<file path="src/rtl/imm_encoder.sv">
// imm_encoder: packs a 32-bit immediate into the immediate fields of a RISC-V
// instruction word (I/S/B/J/U), selected by immsel. It is the inverse of the
// immediate generator, so decoding out_instr with the same immsel returns imm.
//
// Two register stages with a valid/ready handshake on both sides:
//   S1 captures the request, S2 packs the word and is the output register.
// Illegal immsel values (2, 6, 7) pass base through unchanged and flag out_err.
// A sticky error flag and a saturating error counter track error beats that
// complete an output handshake.
//
// Optional build macro IMM_RANGE_CHECK_EN: when defined, out_err is also
// raised for immediates that do not fit the selected format. The word is
// still packed from the truncated bits.
module imm_encoder #(
    parameter int ERR_CNT_W = 8
) (
    input  logic                 clk,
    input  logic                 rst,
    input  logic                 in_valid,
    output logic                 in_ready,
    input  logic [2:0]           immsel,
    input  logic [31:0]          imm,
    input  logic [31:0]          base,
    output logic                 out_valid,
    input  logic                 out_ready,
    output logic [31:0]          out_instr,
    output logic                 out_err,
    output logic                 err_sticky,
    output logic [ERR_CNT_W-1:0] err_count
);

    // Scatter the immediate into the format's bit positions over base.
    function automatic logic [31:0] pack_imm(input logic [2:0]  sel,
                                             input logic [31:0] val,
                                             input logic [31:0] word);
        logic [31:0] w;
        w = word;
        case (sel)
            3'd0: w[31:20] = val[11:0];
            3'd1: begin
                w[31:25] = val[11:5];
                w[11:7]  = val[4:0];
            end
            3'd3: begin
                w[31]    = val[12];
                w[7]     = val[11];
                w[30:25] = val[10:5];
                w[11:8]  = val[4:1];
            end
            3'd4: begin
                w[31]    = val[20];
                w[30:21] = val[10:1];
                w[20]    = val[11];
                w[19:12] = val[19:12];
            end
            3'd5: w[31:12] = val[31:12];
            default: w = word;
        endcase
        return w;
    endfunction

    // True for encodings that do not name an immediate format.
    function automatic logic sel_illegal(input logic [2:0] sel);
        logic bad;
        case (sel)
            3'd0, 3'd1, 3'd3, 3'd4, 3'd5: bad = 1'b0;
            default:                      bad = 1'b1;
        endcase
        return bad;
    endfunction

`ifdef IMM_RANGE_CHECK_EN
    // True when the immediate cannot be represented exactly in the format.
    function automatic logic range_bad(input logic [2:0] sel, input logic [31:0] val);
        logic bad;
        case (sel)
            3'd0, 3'd1: bad = !((val[31:11] == 21'd0) || (val[31:11] == {21{1'b1}}));
            3'd3:       bad = !((val[31:12] == 20'd0) || (val[31:12] == {20{1'b1}})) || val[0];
            3'd4:       bad = !((val[31:20] == 12'd0) || (val[31:20] == {12{1'b1}})) || val[0];
            3'd5:       bad = (val[11:0] != 12'd0);
            default:    bad = 1'b0;
        endcase
        return bad;
    endfunction
`endif

    logic        s1_valid_r;
    logic [2:0]  s1_immsel_r;
    logic [31:0] s1_imm_r;
    logic [31:0] s1_base_r;

    logic        s2_load_s;
    logic        accept_s;
    logic        err_s;
    logic        err_hs_s;

    // Handshake control: S2 advance, input acceptance and the error of the S1 beat.
    always_comb begin
        s2_load_s = 1'b0;
        in_ready  = 1'b0;
        accept_s  = 1'b0;
        err_s     = 1'b0;
        err_hs_s  = 1'b0;
        s2_load_s = !out_valid || out_ready;
        if (rst) begin
            in_ready = 1'b0;
        end else begin
            in_ready = !s1_valid_r || s2_load_s;
        end
        accept_s = in_valid && in_ready;
`ifdef IMM_RANGE_CHECK_EN
        err_s = sel_illegal(s1_immsel_r) || range_bad(s1_immsel_r, s1_imm_r);
`else
        err_s = sel_illegal(s1_immsel_r);
`endif
        err_hs_s = out_valid && out_ready && out_err;
    end

    // Stage 1: capture the request on acceptance, drain when S2 takes it.
    always_ff @(posedge clk) begin
        if (rst) begin
            s1_valid_r  <= 1'b0;
            s1_immsel_r <= 3'd0;
            s1_imm_r    <= 32'd0;
            s1_base_r   <= 32'd0;
        end else if (accept_s) begin
            s1_valid_r  <= 1'b1;
            s1_immsel_r <= immsel;
            s1_imm_r    <= imm;
            s1_base_r   <= base;
        end else if (s2_load_s) begin
            s1_valid_r  <= 1'b0;
        end
    end

    // Stage 2: pack the word into the output register when it may advance.
    always_ff @(posedge clk) begin
        if (rst) begin
            out_valid <= 1'b0;
            out_instr <= 32'd0;
            out_err   <= 1'b0;
        end else if (s2_load_s) begin
            out_valid <= s1_valid_r;
            if (s1_valid_r) begin
                out_instr <= pack_imm(s1_immsel_r, s1_imm_r, s1_base_r);
                out_err   <= err_s;
            end
        end
    end

    // Error bookkeeping on completed error beats; the counter saturates.
    always_ff @(posedge clk) begin
        if (rst) begin
            err_sticky <= 1'b0;
            err_count  <= '0;
        end else if (err_hs_s) begin
            err_sticky <= 1'b1;
            if (err_count != {ERR_CNT_W{1'b1}}) begin
                err_count <= err_count + ERR_CNT_W'(1);
            end
        end
    end

endmodule

</file>
<file path="config.mk">
export PLATFORM = sky130hd
export DESIGN_NAME = imm_encoder
export DESIGN_NICKNAME = d
export VERILOG_FILES = /design/src/rtl/imm_encoder.sv
export SDC_FILE = /design/constraint.sdc
export NUM_CORES = 1
export LEC_CHECK = 0
export CORE_MARGIN = 4
export CORE_UTILIZATION = 45
export DETAILED_ROUTE_END_ITERATION = 8
export PLACE_DENSITY = 0.74
export RECOVER_POWER = 50
export SLEW_MARGIN = 10
export SYNTH_ARGS = -nofsm -noshare
export SYNTH_HDL_FRONTEND = slang
export SYNTH_SLANG_ARGS = --single-unit
</file>
<file path="constraint.sdc">
create_clock -name clk -period 3.7 [get_ports clk]
set_input_delay 0.37 -clock clk [delete_from_list [all_inputs] [get_ports clk]]
set_output_delay 0.37 -clock clk [all_outputs]
set_load 0.05 [all_outputs]
</file>
==> reports/results.ini <==
[outcome]
status = finished with violations
violations = max-capacitance violations, max-slew violations

[critical_path]
cp.required_ns = 3.33
critPathSlowestCell = clkbuf_1
crit_path_end_kind = primary output
critPathKind = primary input to primary output
cp_max_fo = 42
cp-start-kind = primary input
path_cells = clkbuf_1 > a21oi_1 > clkdlybuf4s50_1
cp-startpoint = rst
rr_startpoint = s1_immsel_r[1]
critPathMaxStageDelay_ns = 1.15
cp.arrival_ns = 2.36

[global_route]
grt_max_degree = 135
grt_pass1_wl_um = 17600
use_met1_pct = 24.7
grt_pass1_vias = 3675
gr-total-overflow = 0
track_usage_pct = 18.5
grtUsageMet2_pct = 29.6
gr-max-usage-layer = met2
use_met3_pct = 6.10
antenna_found_initial = 0

[placed_design]
io_buffers = 114
place_congestion = 0.834
dp_hpwl_um = 7600
placed_area_um2 = 5740

[floorplan]
rows = 36
start_util_pct = 46.8
coreArea_um2 = 9860
io_pins = 115
die_y_um = 109
die_x_um = 109
die-area_um2 = 11900

[job]
maxCapViolCount = 1

[timing]
fin_crit_ns = 2.73
rsz0062_at_grt = no
tightest_slew_ns = 1.63
tns_ns = 0
max_freq_ghz = 0.366
drv_slew = 43
min_period_over_period_pct = 73.8
skew_ns = 0.0132
hold_violations = 0
finalSetupViolCount = 0
relSlewSlack_pct = -8.79

[detailed_routing]
drc_errors = 0
wl_per_cell_um = 14.1
drt-total-wl_um = 11000
dr.pass1.iters = 4
postRouteAntennaNets = 0
drt-initial-drc-count = 252
vias = 3916
vias_per_cell = 5.03

[clock_network]
cts_made_buffers = 9
root_buffer = clkbuf_8
ctsHtreeMaxLevel = 3
insertion_delay_ns = 0.37
clk_path_buf_depth = 2
cts_tree = done
clkSinkCount = 111
hold_buffers = 0
post_cts_buffers = 0
ctsResizeCount = 0
clk_pin_slew_ns = 0.10

[pwr]
clock_power_share_pct = 32.1
ir_drop_uv = 207
switching_power_mw = 0.677
power_frac_seq_pct = 52.7
p_per_area_nw_per_um2 = 424
swShare_pct = 26.8
combPwrFrac_pct = 15.2
power_leakage_nw = 2.12
power.internal_mw = 1.85

[yosys]
yosysUniqueCellTypes = 37
yosys.area.top_type = dfxtp_1
ys_seq_area_share_pct = 48.2
syn_area_um2 = 4610
syn_avg_cell_area_um2 = 8.31
syn-num-nets = 627
synth_cells = 555
synth_area_leaders = dfxtp_1 (48%), nand2_1 (9.2%), nand2b_1 (8.8%)
async_reset_ff_share_pct = 0
synth-edff-count = 0
ys.flop_type = dfxtp_1
ys_seq_elements = 111
synth_common_cells = nand2_1 (113), dfxtp_1 (111), nand2b_1 (65)
ys_warn_count = 0
synth_top_area_share_pct = 48.2
synth_most_common_cell = nand2_1

[cells_and_area]
multi_input_area_um2 = 2170
fillers = 905
post_route_cells_drive_above_1_share_pct = 3.72
regArea_um2 = 2220
final_area_um2 = 5960
diodes = 0
area_growth_pct = 29.1
final_nets = 712

[min_path]
hold_path.class = flop to flop
hold_start = s1_base_r[1]

-- state kept, by name, summed over array words and instances (netlist names), 3 cells and up --
name,count
s1_base_r,32
s1_immsel_r,3
out_instr,32
s1_imm_r,32
err_count,8
-- through the flow --
step           utilization [%]  hold WS, ns  power [mW]  setup slack [ns]  std cells
2_1_floorplan                -        0.432        1.59              1.72        555
3_3_place_gp              58.2        0.439        1.74              1.31        762
3_5_place_dp              58.2        0.447        1.75              1.26        762
4_1_cts                   60.5        0.462        2.55              1.32        778
5_1_grt                   60.4        0.475        2.64             0.668        778
6_report                  60.4        0.462        2.53             0.969        778
-- power groups by stage --
stage	Sequential (mW)	Combinational, mW	Clock (mW)
5_1_grt	1.34	0.421	0.876
3_5_place_dp	1.36	0.390	0
4_1_cts	1.33	0.392	0.826
3_3_place_gp	1.36	0.383	0
2_1_floorplan	1.41	0.183	0
6_report	1.33	0.384	0.811
-- final cells by class --
| type | count | area share (%) |
|---|---|---|
| Clock buffer | 10 | 2.31 |
| Tap cell | 133 | 2.79 |
| Sequential cell | 111 | 37.3 |
| Multi-Input combinational cell | 396 | 36.4 |
| Timing Repair Buffer | 116 | 19.3 |
| Inverter | 6 | 0.378 |
| Clock inverter | 6 | 1.51 |
-- per-layer routing --
metal	vias up	share of wire, %
li1	2048	-
met1	1765	44
met2	99	48
met3	4	7.4
met4	0	0.38
met5	-	0
-- cell usage in the layout (no fill, tap or decap), types with 2 or more instances in the layout --
| master | instances |
|---|---|
| nand2b_1 | 65 |
| inv_6 | 2 |
| inv_1 | 6 |
| nor2b_4 | 2 |
| nand2_1 | 113 |
| o21ai_0 | 68 |
| nand3_1 | 4 |
| o31ai_1 | 6 |
| or4_1 | 2 |
| a211oi_1 | 28 |
| mux2i_1 | 16 |
| a221oi_1 | 10 |
| nor3_1 | 2 |
| dfxtp_1 | 111 |
| bufinv_16 | 2 |
| o22ai_1 | 4 |
| nor2_1 | 38 |
| o21ai_1 | 2 |
| clkbuf_8 | 10 |
| nand4_1 | 4 |
| clkdlybuf4s50_1 | 112 |
| xnor2_1 | 2 |
| a21oi_1 | 16 |
-- worst max-delay path: cells and delay by family --
| kind | cells | cell delay [ns] |
|---|---|---|
| buf+inv | 2 | 1.93 |
| compound gates | 1 | 0.06 |
-- final timing paths --
path	to	slack, ns	cells after the start
min reg2reg	out_instr[1]	0.46	2
min	out_instr[1]	0.46	2
max reg2reg	out_instr[20]	1.47	4
max	in_ready	0.97	3
-- cell families (layout without fill, tap and decap cells) --
kind of cell | Yosys count | after routing | synth area share, %
buf+inv | 48 | 138 | 4.99
fa+ha+maj | 1 | 1 | 0.271
xor+xnor | 3 | 3 | 0.570
mux | 17 | 17 | 3.71
flops | 111 | 111 | 48.2
compound gates | 138 | 138 | 18.2
simple gates | 237 | 237 | 24.1
No activity file was read; power rests on OpenSTA's default activity.
